### config.mk
export PLATFORM = sky130hd
export DESIGN_NAME = xled_seq
export DESIGN_NICKNAME = d
export VERILOG_FILES = /design/src/rtl/xled_seq_pkg.sv /design/src/rtl/xled_seq_timer.sv /design/src/rtl/xled_seq.sv
export SDC_FILE = /design/constraint.sdc
export NUM_CORES = 1
export LEC_CHECK = 0
export CORE_MARGIN = 4
export CORE_UTILIZATION = 53
export CTS_BUF_LIST = sky130_fd_sc_hd__clkbuf_8
export DETAILED_ROUTE_END_ITERATION = 10
export PLACE_DENSITY_LB_ADDON = 0.2
export REMOVE_ABC_BUFFERS = 1
export SYNTH_ARGS = -nofsm -noshare
export SYNTH_HDL_FRONTEND = slang
export SYNTH_SLANG_ARGS = --single-unit
### constraint.sdc
create_clock -name clk -period 2.5 [get_ports clk]
set_input_delay 0.375 -clock clk [delete_from_list [all_inputs] [get_ports clk]]
set_output_delay 0.375 -clock clk [all_outputs]
set_load 0.1 [all_outputs]
### src/rtl/xled_seq_pkg.sv
// xled_seq_pkg: register map, CTRL bit positions and FSM encoding for the LED sequencer
package xled_seq_pkg;
  localparam int XLED_SEQ_PATTERN = 0;
  localparam int XLED_SEQ_LEN     = 1;
  localparam int XLED_SEQ_PERIOD  = 2;
  localparam int XLED_SEQ_CTRL    = 3;
  localparam int CTRL_START   = 0;
  localparam int CTRL_REPEAT  = 1;
  localparam int CTRL_STOP    = 2;
  localparam int CTRL_IRQ_EN  = 3;
  localparam int CTRL_IRQ_ACK = 4;
  typedef enum logic {ST_IDLE, ST_RUN} state_t;
endpackage

### src/rtl/xled_seq_timer.sv
// xled_seq_timer: loadable down-counter that pulses expire while enabled and at zero
module xled_seq_timer #(
  parameter int CNT_W = 16
) (
  input  logic             clk,
  input  logic             rst,
  input  logic             en,
  input  logic             load,
  input  logic [CNT_W-1:0] val,
  output logic             expire
);
  logic [CNT_W-1:0] cnt;
  // count down to zero and park there; a load restarts the hold
  always_ff @(posedge clk)
    if (rst) cnt <= '0;
    else if (load) cnt <= val;
    else if (cnt != '0) cnt <= cnt - CNT_W'(1);
  assign expire = en && cnt == '0;
endmodule

### src/rtl/xled_seq.sv
// xled_seq: memory-mapped LED pattern sequencer; optional interrupt under XLED_SEQ_IRQ_EN
module xled_seq
  import xled_seq_pkg::*;
#(
  parameter int DATA_W = 32,
  parameter int ADDR_W = 2,
  parameter int CNT_W  = 16
) (
  input  logic              clk,
  input  logic              rst,
  input  logic              sel,
  input  logic              we,
  input  logic [ADDR_W-1:0] addr,
  input  logic [DATA_W-1:0] data_in,
  output logic [DATA_W-1:0] data_out,
  output logic              led,
  output logic              busy
`ifdef XLED_SEQ_IRQ_EN
  ,
  output logic              irq
`endif
);
  localparam int LW = $clog2(DATA_W) + 1;
  logic [DATA_W-1:0] pattern, sr, sr_n;
  logic [LW-1:0] len, bcnt, bcnt_n;
  logic [CNT_W-1:0] period, wper, wper_n, per1, t_val;
  state_t state, state_n;
  logic arm, arm_n, led_n, done, done_n, rpt, rpt_n, t_load, expire;
  logic wr, wctrl, start, stop;
  logic [4:0] st;
  assign wr    = sel && we;
  assign wctrl = wr && addr == ADDR_W'(XLED_SEQ_CTRL);
  assign start = wctrl && data_in[CTRL_START];
  assign stop  = wctrl && data_in[CTRL_STOP];
  assign per1  = period == '0 ? CNT_W'(1) : period;
  assign busy  = state == ST_RUN;
  // programmed registers, writable at any time; LEN saturates at DATA_W
  always_ff @(posedge clk)
    if (rst) begin
      pattern <= '0;
      len     <= '0;
      period  <= CNT_W'(1);
    end else if (wr) begin
      if (addr == ADDR_W'(XLED_SEQ_PATTERN)) pattern <= data_in;
      if (addr == ADDR_W'(XLED_SEQ_LEN)) len <= data_in > DATA_W'(DATA_W) ? LW'(DATA_W) : data_in[LW-1:0];
      if (addr == ADDR_W'(XLED_SEQ_PERIOD)) period <= data_in[CNT_W-1:0];
    end
  // state and working copies; arm marks the cycle between START and the first bit
  always_ff @(posedge clk)
    if (rst) begin
      state <= ST_IDLE;
      arm   <= 1'b0;
      led   <= 1'b0;
      sr    <= '0;
      bcnt  <= '0;
      wper  <= '0;
      done  <= 1'b0;
      rpt   <= 1'b0;
    end else begin
      state <= state_n;
      arm   <= arm_n;
      led   <= led_n;
      sr    <= sr_n;
      bcnt  <= bcnt_n;
      wper  <= wper_n;
      done  <= done_n;
      rpt   <= rpt_n;
    end
  // next-state: load on START, shift on each hold expiry, reload or finish after the last bit
  always_comb begin
    state_n = state;
    arm_n   = arm;
    led_n   = led;
    sr_n    = sr;
    bcnt_n  = bcnt;
    wper_n  = wper;
    done_n  = done;
    t_load  = 1'b0;
    t_val   = wper - CNT_W'(1);
    rpt_n   = wctrl && !(start && (busy || arm)) ? data_in[CTRL_REPEAT] : rpt;
    if (state == ST_IDLE && arm) begin
      arm_n   = 1'b0;
      state_n = bcnt == '0 ? ST_IDLE : ST_RUN;
      led_n   = bcnt != '0 && sr[0];
      done_n  = bcnt == '0;
      t_load  = bcnt != '0;
    end else if (state == ST_IDLE && start) begin
      arm_n  = 1'b1;
      sr_n   = pattern;
      bcnt_n = len;
      wper_n = per1;
      done_n = 1'b0;
    end else if (state == ST_RUN && expire) begin
      if (bcnt > LW'(1)) begin
        sr_n   = sr >> 1;
        led_n  = sr[1];
        bcnt_n = bcnt - LW'(1);
        t_load = 1'b1;
      end else if (rpt && len != '0) begin
        sr_n   = pattern;
        bcnt_n = len;
        wper_n = per1;
        led_n  = pattern[0];
        t_load = 1'b1;
        t_val  = per1 - CNT_W'(1);
      end else begin
        state_n = ST_IDLE;
        led_n   = 1'b0;
        done_n  = 1'b1;
      end
    end
    if (stop) begin
      state_n = ST_IDLE;
      arm_n   = 1'b0;
      led_n   = 1'b0;
      done_n  = done;
      t_load  = 1'b0;
    end
  end
  xled_seq_timer #(.CNT_W(CNT_W)) u_timer (
    .clk    (clk),
    .rst    (rst),
    .en     (busy),
    .load   (t_load),
    .val    (t_val),
    .expire (expire)
  );
`ifdef XLED_SEQ_IRQ_EN
  logic irq_en, pass_end;
  assign pass_end = busy && expire && bcnt <= LW'(1) && !stop;
  // sticky interrupt: set at each pass end when enabled, set wins over a same-cycle ACK
  always_ff @(posedge clk)
    if (rst) begin
      irq_en <= 1'b0;
      irq    <= 1'b0;
    end else begin
      if (wctrl) irq_en <= data_in[CTRL_IRQ_EN];
      irq <= (irq_en && pass_end) || (irq && !(wctrl && data_in[CTRL_IRQ_ACK]));
    end
  assign st = {1'b0, irq_en, rpt, done, busy};
`else
  assign st = {2'b0, rpt, done, busy};
`endif
  // combinational register readback
  always_comb
    data_out = addr == ADDR_W'(XLED_SEQ_PATTERN) ? pattern :
               addr == ADDR_W'(XLED_SEQ_LEN)     ? DATA_W'(len) :
               addr == ADDR_W'(XLED_SEQ_PERIOD)  ? DATA_W'(period) : DATA_W'(st);
endmodule

---- After elaboration in Yosys (flattened, before gate mapping) ----
Index checks and enable logic that the tools add are counted.
word-level totals
  flip-flop bits (word level) ............. 129
  input bits .............................. 38
  output and inout bits ................... 34
  word-level logic and storage cells ...... 113
cells by class
  add/subtract/negate cells ............... 4
  order comparisons ....................... 2
  eq/ne operators ......................... 9
  mux-type cells .......................... 46
  bitwise operators ....................... 3
  reduce and logical (&&, ||, !) cells .... 37
operators by type and width
  kind                     count
  $mux W16                 14
  $mux W32                 5
  $sub A16 B1 Y16 const B  3
  $gt A32 B6 Y1 const B    1
  $logic_not A16 Y1        2
  $mux W6                  5
  $mux W1                  22
  $reduce_bool A16 Y1      1
  $logic_and A1 B1 Y1      12
  $reduce_and A4 Y1        3
  $reduce_bool A6 Y1       2
  $ne A2 B2 Y1 const B     4
  $reduce_and A2 Y1        4
  $reduce_bool A2 Y1       4
  $gt A6 B1 Y1 const B     1
  $logic_not A6 Y1         1
  $ne A3 B3 Y1 const B     2
  $reduce_bool A3 Y1       2
  $sub A6 B1 Y6 const B    1
  $eq A2 B2 Y1 const B     2
  $not A1 Y1               3
  $reduce_and A3 Y1        1
  $reduce_or A3 Y1         1
  $eq A2 B1 Y1 const B     1
  other kinds (4)          4

---- Logic depth before layout (Yosys ltp) ----
Gate-level depths: netlist of run 1.
  depth after elaboration ................. 9
  mapped depth ............................ 11
  gate-level depth less buffers ........... 10

---- Hierarchy ----
Synthesis of run 1 repeated with hierarchy kept, for this count alone.
second synthesis, totals
  cells, all modules ...................... 822
  area total of the unflattened synthesis .. 6812.8 um^2
by module, submodules not included
  module          times used  cells an instance  area each (um^2)  seq. area each (um^2)
  xled_seq        1           719                5899.4            2262.2
  xled_seq_timer  1           103                913.4             320.3

---- Worst setup path after synthesis of run 1 ----
No wires, ideal clock.
  path type ............................... input -> output
  from .................................... input port addr[1]
  to ...................................... output port data_out[3]
  arrival time ............................ 3039 ps
  data required time ...................... 2125 ps
  path slack .............................. -914 ps
  cell stages on the path ................. 3
  path buffers ............................ 2
  cell sequence ........................... clkbuf_1 buf_1 o21ai_0
between the ends
  cells in the longest elaborated chain, start to end .. 4
  elaborated cells between the ends (all ways) .. 6
  those cells by class .................... eq/ne (2); mux (3); reduce/logical (1)
RTL lines
  item             line             source
  start, declared  xled_seq.sv:13   input logic [ADDR_W-1:0] addr,
  $eq A2 B2 Y1     xled_seq.sv:148  addr == ADDR_W'(XLED_SEQ_PERIOD) ? DATA_W'(period) : DATA_W'(st);
  $mux W16         xled_seq.sv:148
  $mux W16         xled_seq.sv:147  addr == ADDR_W'(XLED_SEQ_LEN) ? DATA_W'(len) :
  $mux W32 *       xled_seq.sv:146  data_out = addr == ADDR_W'(XLED_SEQ_PATTERN) ? pattern :
  end, declared    xled_seq.sv:15   output logic [DATA_W-1:0] data_out,
Mark *: on every way between the ends. The rest lies on a longest branch, timed or not.

---- Worst setup path in the final report of run 1 ----
  from .................................... input port addr[0]
  to ...................................... output port data_out[4]
Same word-level chain as after synthesis.

==> reports/metrics.cfg, run 1 <==
[drt]
dr.first_iter.drc_count = 657
ant_nets = 0
vias = 6637
wl_um = 19100
dr.pass1.iters = 5
vias_per_cell = 5.80
post_drt_wl_per_cell_um = 16.7
drc = 0

[clock_network]
insertion_delay_ns = 0.45
path_clk_slew_ns = 0.07
cts_tree = built
cts.root.buffer_cell = clkbuf_8
clock_sinks = 129
cts_max_level = 4
cts_buffers = 17
cts_hold_buf = 0
ctsLongestPathBuffers = 2

[synth]
ys_types = 56
synth_edf_count = 0
synth.largest_area_cell = dfxtp_1
syn_area_um2 = 6550
synth_top_area_share_pct = 39.4
synthArstFlopShare_pct = 0
yosysWarnings = 0
synth_most_common_cell = nand2_1
yosys_register_bits = 129
synth_common_cells = nand2_1 (237), dfxtp_1 (129), a21oi_1 (86)
avgSynthCellArea_um2 = 7.54
synthCells = 869
synthTopCellsByArea = dfxtp_1 (39%), nand2_1 (14%), a21oi_1 (6.6%)
yosysSeqAreaShare_pct = 39.4
synth_top_flop_cell = dfxtp_1

[worst_setup_path]
end_kind = output pin
worstPathArrival_ns = 2.08
worstSetupStartpointType = primary input
crit_fanout = 19
crit_required_ns = 2.12
critPathKind = in -> out

[grt]
grt_start_max_net_pins = 70
grt_pass1_vias = 6280
grt_overflow = 0
grtUsageTotal_pct = 26.8
grtUsageMet3_pct = 6.22
use_met2_pct = 42.5
met1_usage_pct = 35.9
grt_busiest_layer = met2
grt_pass1_wl_um = 31100
antenna_found_initial = 0

[finish]
fin_cells = 1145
antenna_cells = 0
final_util_pct = 71.1
area.growth.synth_to_final_pct = 30.9
nets = 1007
ff_latch_area_um2 = 2580
layout-drive-gt1-share_pct = 15.7
multi_input_area_um2 = 3730
nFillCells = 949

[sta]
fin_crit_ns = 2.45
drv_slew = 0
setup_ws_ns = 0.0494
post-route-period-util_pct = 98.0
whs_ns = 0.366
setup_viol = 0
fmax_mhz = 408
hold_viol_final = 0
relSlewSlack_pct = 56.9
finClkSkew_ns = 0.0111
worst_pin_slew_ns = 0.640

[pwr]
p_total_mw = 5.37
combPwrFrac_pct = 25.9
switching_share_pct = 31.0
p_seq_share_pct = 42.7
p_leak_nw = 3.17
peakVddDrop_mv = 0.423
p_per_area_nw_per_um2 = 627
p_int_mw = 3.71
pwr-share-clk_pct = 31.4
p_sw_mw = 1.67

[placement]
dpl_worst_slack_ns = -0.00606
place_inst = 1113
dp_hpwl_um = 13700
placement.io_buffers = 71
gp_congestion = 0.883

[status]
outcome = complete, no violations

[floorplan]
fp.dieH_um = 119
initial_core_util_pct = 54.3
die_w_um = 119
placementRows = 40
core_area_um2 = 12100
die_area_um2 = 14200
io-pin-count = 72

[job]
max_cap_violations = 0

[min_path]
min_path_type = in -> reg

-- area by class of cell --
type / instances / area share (%)
clock buffer: 21 / 3.37
clock inverter: 11 / 1.04
multi-input combinational: 666 / 43.5
timing repair buffer: 138 / 19.0
inverter: 12 / 0.525
tap: 168 / 2.45
sequential: 129 / 30.1
-- power groups by stage --
stage | Combinational (mW) | Clock, mW | Sequential, mW
global placement | 1.31 | 0 | 2.33
finish | 1.39 | 1.69 | 2.29
global route | 1.52 | 1.79 | 2.31
detailed placement | 1.33 | 0 | 2.33
floorplan | 0.841 | 0 | 2.32
CTS | 1.37 | 1.71 | 2.29
-- cells by family after synthesis --
logic type,share of synthesized area [%]
buffers and inverters,4.51
AOI/OAI and AO/OA,17.7
and+or+nand+nor,28.5
adders and majority gates,0.955
xor gates and xnor gates,4.28
DFF,39.4
muxes,4.70
-- per-stage QoR --
stage	setup TNS [ns]	area, um2
after floorplan	-75.93	6300
after global placement	0	8160
after detailed placement	-0.00606	8160
after CTS	0	8540
after global routing	-0.234	8580
final	0	8580
-- cell usage in the layout (no fill, tap or decap), types with 6 or more instances in the layout --
cell type          n
a21oi_1           86
a211oi_1           6
nor4_1            19
dfxtp_1          129
clkbuf_8          21
inv_1             14
buf_4             62
a311oi_1          33
nor2_1            81
buf_12            40
and2_1            18
xnor2_1           17
nand3_1           10
o21ai_0           17
mux2i_1           22
xor2_1            15
clkdlybuf4s50_1   36
a22oi_1            6
nand2_1          236
o211ai_1           8
nor3_1             8
-- worst max-delay path: stages --
cell and delay, ns:
clkdlybuf4s50_1 0.54, buf_4 0.30, mux2i_1 0.12, o21ai_0 0.48
buf_12 0.25
-- final timing paths --
path	startpoint	end	slack (ns)	cells after the start
setup / recovery	addr[0]	data_out[4]	0.05	5
hold / removal	rst	rpt$_SDFFE_PP0P_	0.37	2
setup reg to reg	bcnt[5]$_SDFFE_PP0P_	u_timer.cnt[9]$_SDFFE_PP0P_	0.05	8
hold reg to reg	pattern[21]$_SDFFE_PP0P_	pattern[21]$_SDFFE_PP0P_	0.47	2
-- layer usage --
layer | up-vias | wire length, um
li1 | 3198 | -
met1 | 3156 | 8520
met2 | 249 | 8970
met3 | 34 | 1300
met4 | 0 | 299
met5 | - | 0
-- state kept, by name, indices dropped and copies added (netlist names), 6 cells and up --
signal	cells
bcnt	6
len	6
pattern	32
period	16
sr	32
u_timer.cnt	16
wper	16
-- repair_timing --
item / CTS / global route
resized for setup: 2 / 10
gates cloned: 0 / 0
setup buffers: 0 / 0
setup endpoints to repair: 7 / 59
Note: power is estimated with default switching activity, not from simulation.
==> run 2: changes to the inputs <==
GPL_TIMING_DRIVEN = 0   (was not set)
==> reports/metrics.cfg, run 2 (synthesis gave the netlist of run 1 again) <==
[status]
outcome = finished, violations left  ; was complete, no violations
violations = negative setup slack

[pwr]
pwr-share-clk_pct = 30.2  ; was 31.4%
combPwrFrac_pct = 28.0  ; was 25.9%
p_int_mw = 3.79  ; was 3.71 mW
switching_share_pct = 31.9  ; was 31.0%
p_sw_mw = 1.78  ; was 1.67 mW
peakVddDrop_mv = 0.375  ; was 0.423 mV
p_total_mw = 5.57  ; was 5.37 mW
p_per_area_nw_per_um2 = 656  ; was 627 nW/um2
p_seq_share_pct = 41.8  ; was 42.7%
p_leak_nw = 3.05  ; was 3.17 nW

[finish]
area.growth.synth_to_final_pct = 29.4  ; was 30.9%
nets = 984  ; was 1007
final_common_cell = nand2_1  ; unchanged
antenna_cells = 0  ; unchanged
final_cell_area_um2 = 8480  ; was 8580 um2
nFillCells = 934  ; was 949
layout-drive-gt1-share_pct = 18.4  ; was 15.7%
mostFrequentLayoutCells = nand2_1 (235), dfxtp_1 (116), a21oi_1 (85), nor2_1 (68), clkdlybuf4s50_1 (35)  ; was nand2_1 (236), dfxtp_1 (129), a21oi_1 (86), nor2_1 (81), buf_4 (62)
fin_cells = 1120  ; was 1145
reg.largest.list = pattern: 32 flops, sr: 32 flops  ; unchanged

[sta]
rsz0062_at_grt = yes
drv_slew = 0  ; unchanged
setup_viol = 1  ; was 0
finClkSkew_ns = 0.0105  ; was 0.0111 ns
relSlewSlack_pct = 35.8  ; was 56.9%
post-route-period-util_pct = 103  ; was 98.0%
hold_viol_final = 0  ; unchanged
fmax_mhz = 387  ; was 408 MHz
worst_pin_slew_ns = 0.960  ; was 0.640 ns
whs_ns = 0.340  ; was 0.366 ns
setup_ws_ns = -0.0830  ; was 0.0494 ns
fin_crit_ns = 2.58  ; was 2.45 ns

[drt]
route.met3.wl_um = 1420  ; was 1300 um
dr.first_iter.drc_count = 657  ; unchanged
ant_nets = 0  ; unchanged
post_drt_wl_per_cell_um = 17.7  ; was 16.7 um
wl_met1_um = 8630  ; was 8520 um
wl_um = 19800  ; was 19100 um
vias = 6792  ; was 6637
met2_length_um = 9390  ; was 8970 um
dr.pass1.iters = 6  ; was 5
drc = 0  ; unchanged
vias_per_cell = 6.06  ; was 5.80
highest_layer = met4  ; unchanged

[grt]
antenna_found_initial = 0  ; unchanged
grt_pass1_wl_um = 30500  ; was 31100 um
grtUsageTotal_pct = 26.3  ; was 26.8%
grt_pass1_vias = 6249  ; was 6280
grt_start_max_net_pins = 89  ; was 70
grt_overflow = 0  ; unchanged

[worst_setup_path]
crit_fanout = 7  ; was 19
worstSetupStartpointType = flip-flop  ; was primary input
crit_required_ns = 2.83  ; was 2.12 ns
critPathKind = reg -> reg  ; was in -> out
end_kind = flip-flop  ; was output pin
worstPathArrival_ns = 2.91  ; was 2.08 ns

[clock_network]
cts_tree = built  ; unchanged
cts.root.buffer_cell = clkbuf_8  ; unchanged
cts_max_level = 4  ; unchanged
cts_hold_buf = 0  ; unchanged
insertion_delay_ns = 0.44  ; was 0.45 ns
clock_sinks = 129  ; unchanged
ctsLongestPathBuffers = 2  ; unchanged
cts_buffers = 17  ; unchanged
path_clk_slew_ns = 0.07  ; about the same

[floorplan]
die_area_um2 = 14200  ; unchanged
core_area_um2 = 12100  ; unchanged
fp.dieH_um = 119  ; unchanged
initial_core_util_pct = 54.3  ; unchanged
placementRows = 40  ; unchanged
io-pin-count = 72  ; unchanged
die_w_um = 119  ; unchanged

[placement]
place_inst = 1049  ; was 1113
dp_hpwl_um = 12000  ; was 13700 um
gp_congestion = 0.839  ; was 0.883
dpl_cell_area_um2 = 7320  ; was 8160 um2
placement.io_buffers = 71  ; unchanged

[min_path]
min_path_type = in -> reg  ; unchanged

[job]
max_cap_violations = 0  ; unchanged

run 2: cell count changes in the layout (fill, tap and decap cells not counted), sizes merged, moves of 2 or more:
| cell | before | now |
|---|---|---|
| clkbuf | 21 | 27 |
| dlygate4sd2 | 0 | 2 |
| a21oi | 86 | 89 |
| clkdlybuf4s15 | 0 | 24 |
| clkinvlp | 2 | 0 |
| buf | 102 | 39 |
run 2: worst max-delay path, stage by stage, from the launching register on:
cell and delay (ns):
dfxtp_4 0.34, inv_2 0.06, ha_4 0.13, or4b_4 0.47, buf_6 0.14, nor4_4 0.24
nand2_4 0.15, o21ai_4 0.26, buf_12 0.17, clkbuf_16 0.15, nor2_2 0.04, a311oi_1 0.32
run 2: timing repair:
item | in CTS | in global routing
cloned | 5 | 6
hold endpoints to repair | 0 | 0
buffers inserted | 15 | 15
pin swaps | 13 | 28
endpoints found under the setup margin | 142 | 132
gates resized for setup | 151 | 55
run 2: final cells by class:
type / instances / area, um2 / share of cell area (%)
clock buffer: 19 / 262 / 3.08
clock inverter: 11 / 100 / 1.18
inverter: 12 / 50.0 / 0.590
multi-input combinational: 672 / 4110 / 48.5
sequential: 129 / 2610 / 30.8
tap: 168 / 210 / 2.48
timing repair buffer: 109 / 1140 / 13.4
run 2: power by group through the flow:
stage          clock network, mW  registers, mW  logic (mW)
2_1_floorplan                  0           2.32       0.841
3_3_place_gp                   0           2.34        1.12
3_5_place_dp                   0           2.35        1.15
4_1_cts                     1.69           2.31        1.42
5_1_grt                     1.79           2.33        1.67
6_report                    1.68           2.32        1.56
run 2: final timing paths:
kind,cells past startpoint,slack [ns],startpoint,to
min reg2reg,2,0.46,sr[31]$_SDFFE_PP0P_,sr[31]$_SDFFE_PP0P_
min,2,0.34,rst,pattern[16]$_SDFFE_PP0P_
max,11,-0.08,u_timer.cnt[1]$_SDFFE_PP0P_,sr[9]$_SDFFE_PP0P_
max reg2reg,11,-0.08,u_timer.cnt[1]$_SDFFE_PP0P_,sr[9]$_SDFFE_PP0P_
run 2: stage by stage:
stage | utilization, % | TNS [ns] | setup slack [ns]
floorplan | - | -75.93 | -1.87
CTS | 67.2 | -0.0396 | -0.0273
detailed placement | 60.7 | -197.17 | -1.72
global route | 70.3 | -0.639 | -0.150
global placement | 59.9 | -343.71 | -4.03
finish | 70.3 | -0.0830 | -0.0830
run 2: routing by layer:
metal  track usage (%)  up-vias
met5                 0        -
met4              8.54        0
met3              6.22       41
met2              42.6      318
met1              34.7     3260
li1                  -     3173
==> run 3: changes to the inputs <==
CORE_ASPECT_RATIO = 0.75   (was not set)
==> reports/metrics.cfg, run 3 (synthesis gave the netlist of run 1 again) <==
[grt]
grt_start_max_net_pins = 92  ; was 89
grtUsageTotal_pct = 27.0  ; was 26.3%
grt_overflow = 0  ; unchanged
grt_pass1_wl_um = 31400  ; was 30500 um
grt_pass1_vias = 6274  ; was 6249
antenna_found_initial = 0  ; unchanged

[finish]
reg.largest.list = pattern: 32 flops, sr: 32 flops  ; unchanged
final_common_cell = nand2_1  ; unchanged
mostFrequentLayoutCells = nand2_1 (235), dfxtp_1 (117), a21oi_1 (84), nor2_1 (77), clkdlybuf4s50_1 (35)  ; was nand2_1 (235), dfxtp_1 (116), a21oi_1 (85), nor2_1 (68), clkdlybuf4s50_1 (35)
final_util_pct = 71.1  ; was 70.3%
antenna_cells = 0  ; unchanged
layout-drive-gt1-share_pct = 17.7  ; was 18.4%
nFillCells = 926  ; was 934
nets = 983  ; was 984
area.growth.synth_to_final_pct = 28.4  ; was 29.4%

[clock_network]
cts.root.buffer_cell = clkbuf_8  ; unchanged
cts_buffers = 17  ; unchanged
path_clk_slew_ns = 0.08  ; was 0.07 ns
ctsLongestPathBuffers = 2  ; unchanged
cts_tree = built  ; unchanged
clock_sinks = 129  ; unchanged
insertion_delay_ns = 0.44  ; about the same
cts_max_level = 4  ; unchanged

[drt]
dr.first_iter.drc_count = 801  ; was 657
wl_um = 20700  ; was 19800 um
dr.pass1.iters = 6  ; unchanged
drc = 0  ; unchanged
vias_per_cell = 6.14  ; was 6.06
vias = 6846  ; was 6792
ant_nets = 0  ; unchanged
post_drt_wl_per_cell_um = 18.5  ; was 17.7 um

[worst_setup_path]
r2r_cells = 9  ; was 11
critPathKind = reg -> reg  ; unchanged
critPathTopFamily = simple AND/OR/NAND/NOR gates  ; unchanged
rrSetupSlack_ns = -0.008  ; was -0.08 ns
crit_fanout = 6  ; was 7
path_cells = inv_4, ha_4, or4b_4, or4_4, nor3b_4, a21oi_4, buf_6, a211o_1, a21oi_2  ; was inv_2, ha_4, or4b_4, buf_6, nor4_4, nand2_4, o21ai_4, buf_12, clkbuf_16, nor2_2, a311oi_1
end_kind = flip-flop  ; unchanged
critPathMaxStageDelay_ns = 0.49  ; was 0.47 ns
r2r-start = u_timer.cnt[1]$_SDFFE_PP0P_  ; unchanged
timing.rr.end = u_timer.cnt[15]$_SDFFE_PP0P_  ; was sr[9]$_SDFFE_PP0P_
crit_required_ns = 2.88  ; was 2.83 ns
worstSetupStartpointType = flip-flop  ; unchanged
crit_buf_inv = 2  ; was 4
cpMaxStageDelayCell = or4b_4  ; unchanged
worstPathArrival_ns = 2.89  ; was 2.91 ns

[sta]
hold_viol_final = 0  ; unchanged
drv_slew = 0  ; unchanged
setup_ws_ns = -0.00769  ; was -0.0830 ns
whs_ns = 0.330  ; was 0.340 ns
setup_viol = 1  ; unchanged
fin_crit_ns = 2.51  ; was 2.58 ns
relSlewSlack_pct = 34.8  ; was 35.8%
post-route-period-util_pct = 100  ; was 103%
fmax_mhz = 399  ; was 387 MHz
worst_pin_slew_ns = 0.976  ; was 0.960 ns
finClkSkew_ns = 0.0103  ; was 0.0105 ns
rsz0062_at_grt = yes  ; unchanged

[pwr]
pwr-share-clk_pct = 30.5  ; was 30.2%
p_sw_mw = 1.90  ; was 1.78 mW
combPwrFrac_pct = 28.4  ; was 28.0%
peakVddDrop_mv = 0.354  ; was 0.375 mV
p_per_area_nw_per_um2 = 675  ; was 656 nW/um2
switching_share_pct = 33.4  ; was 31.9%
p_int_mw = 3.78  ; was 3.79 mW
p_seq_share_pct = 41.1  ; was 41.8%
p_leak_nw = 3.00  ; was 3.05 nW

[floorplan]
core_area_um2 = 11800  ; was 12100 um2
placementRows = 34  ; was 40
initial_core_util_pct = 55.4  ; was 54.3%
fp.dieH_um = 104  ; was 119 um
io-pin-count = 72  ; unchanged
die_area_um2 = 14200  ; about the same
die_w_um = 136  ; was 119 um

[status]
outcome = finished, violations left  ; unchanged
violations = negative setup slack  ; unchanged

[placement]
placement.io_buffers = 71  ; unchanged
dpl_worst_slack_ns = -1.86  ; was -1.72 ns
dp_hpwl_um = 12200  ; was 12000 um
gp_congestion = 0.855  ; was 0.839

[min_path]
holdPathStages = 2  ; unchanged
min_path_type = in -> reg  ; unchanged
whs_endpoint = pattern[19]$_SDFFE_PP0P_  ; was pattern[16]$_SDFFE_PP0P_
worstHoldStart = rst  ; unchanged

[job]
max_cap_violations = 0  ; unchanged

-- run 3: changes by cell type in the layout (fill, tap and decap cells not counted), moves of 4 or more --
cell and delta:
a311oi_1 +4, a311oi_2 -4, buf_6 -4, nor2_2 -8
buf_4 +4, nor2_1 +9
-- run 3: through the flow --
stage | instance area (um2) | TNS, ns | power (mW) | std cells
finish | 8410 | -0.00769 | 5.68 | 1115
global route | 8410 | -0.0671 | 5.89 | 1115
CTS | 8060 | -0.128 | 5.41 | 1090
detailed placement | 7320 | -194.93 | 3.52 | 1044
global placement | 7220 | -346.50 | 3.47 | 1040
floorplan | 6300 | -75.93 | 3.17 | 807
-- run 3: final cells by class --
class	count	area [um2]	area share, %
tap	162	203	2.41
clock buffer	21	289	3.44
multi-input combinational	669	4030	47.9
timing repair buffer	111	1150	13.6
inverter	12	52.6	0.625
sequential	129	2600	30.9
clock inverter	11	88.8	1.06
-- run 3: worst max path at each step --
stage / cells past startpoint / slack, ns / endpoint / from
after floorplan: 6 / -1.87 / bcnt[1]$_SDFFE_PP0P_ / bcnt[2]$_SDFFE_PP0P_
after global placement: 5 / -3.94 / bcnt[1]$_SDFFE_PP0P_ / bcnt[2]$_SDFFE_PP0P_
after detailed placement: 5 / -1.86 / pattern[27]$_SDFFE_PP0P_ / addr[1]
after CTS: 9 / -0.08 / u_timer.cnt[15]$_SDFFE_PP0P_ / u_timer.cnt[1]$_SDFFE_PP0P_
after global routing: 9 / -0.06 / u_timer.cnt[15]$_SDFFE_PP0P_ / u_timer.cnt[1]$_SDFFE_PP0P_
final: 9 / -0.008 / u_timer.cnt[15]$_SDFFE_PP0P_ / u_timer.cnt[1]$_SDFFE_PP0P_
-- run 3: power by group through the flow --
stage / registers (mW) / clock network [mW] / logic, mW
after detailed placement: 2.35 / 0 / 1.16
after global placement: 2.35 / 0 / 1.12
after floorplan: 2.32 / 0 / 0.841
after global routing: 2.34 / 1.82 / 1.72
final: 2.33 / 1.73 / 1.61
after CTS: 2.31 / 1.73 / 1.37
-- run 3: metal layers --
layer	share of wire, %	track usage [%]	vias to the layer above
met2	45	40.1	386
met4	1.8	7.55	0
li1	-	-	3174
met1	43	39.2	3235
met3	9.8	6.19	51
met5	0	0	-
-- run 3: timing repair --
action / CTS / global route
hold buffers: 0 / 0
endpoints found under the setup margin: 142 / 116
resized for setup: 149 / 41
pin swaps: 8 / 23
setup buffers: 11 / 20
gates cloned: 3 / 5
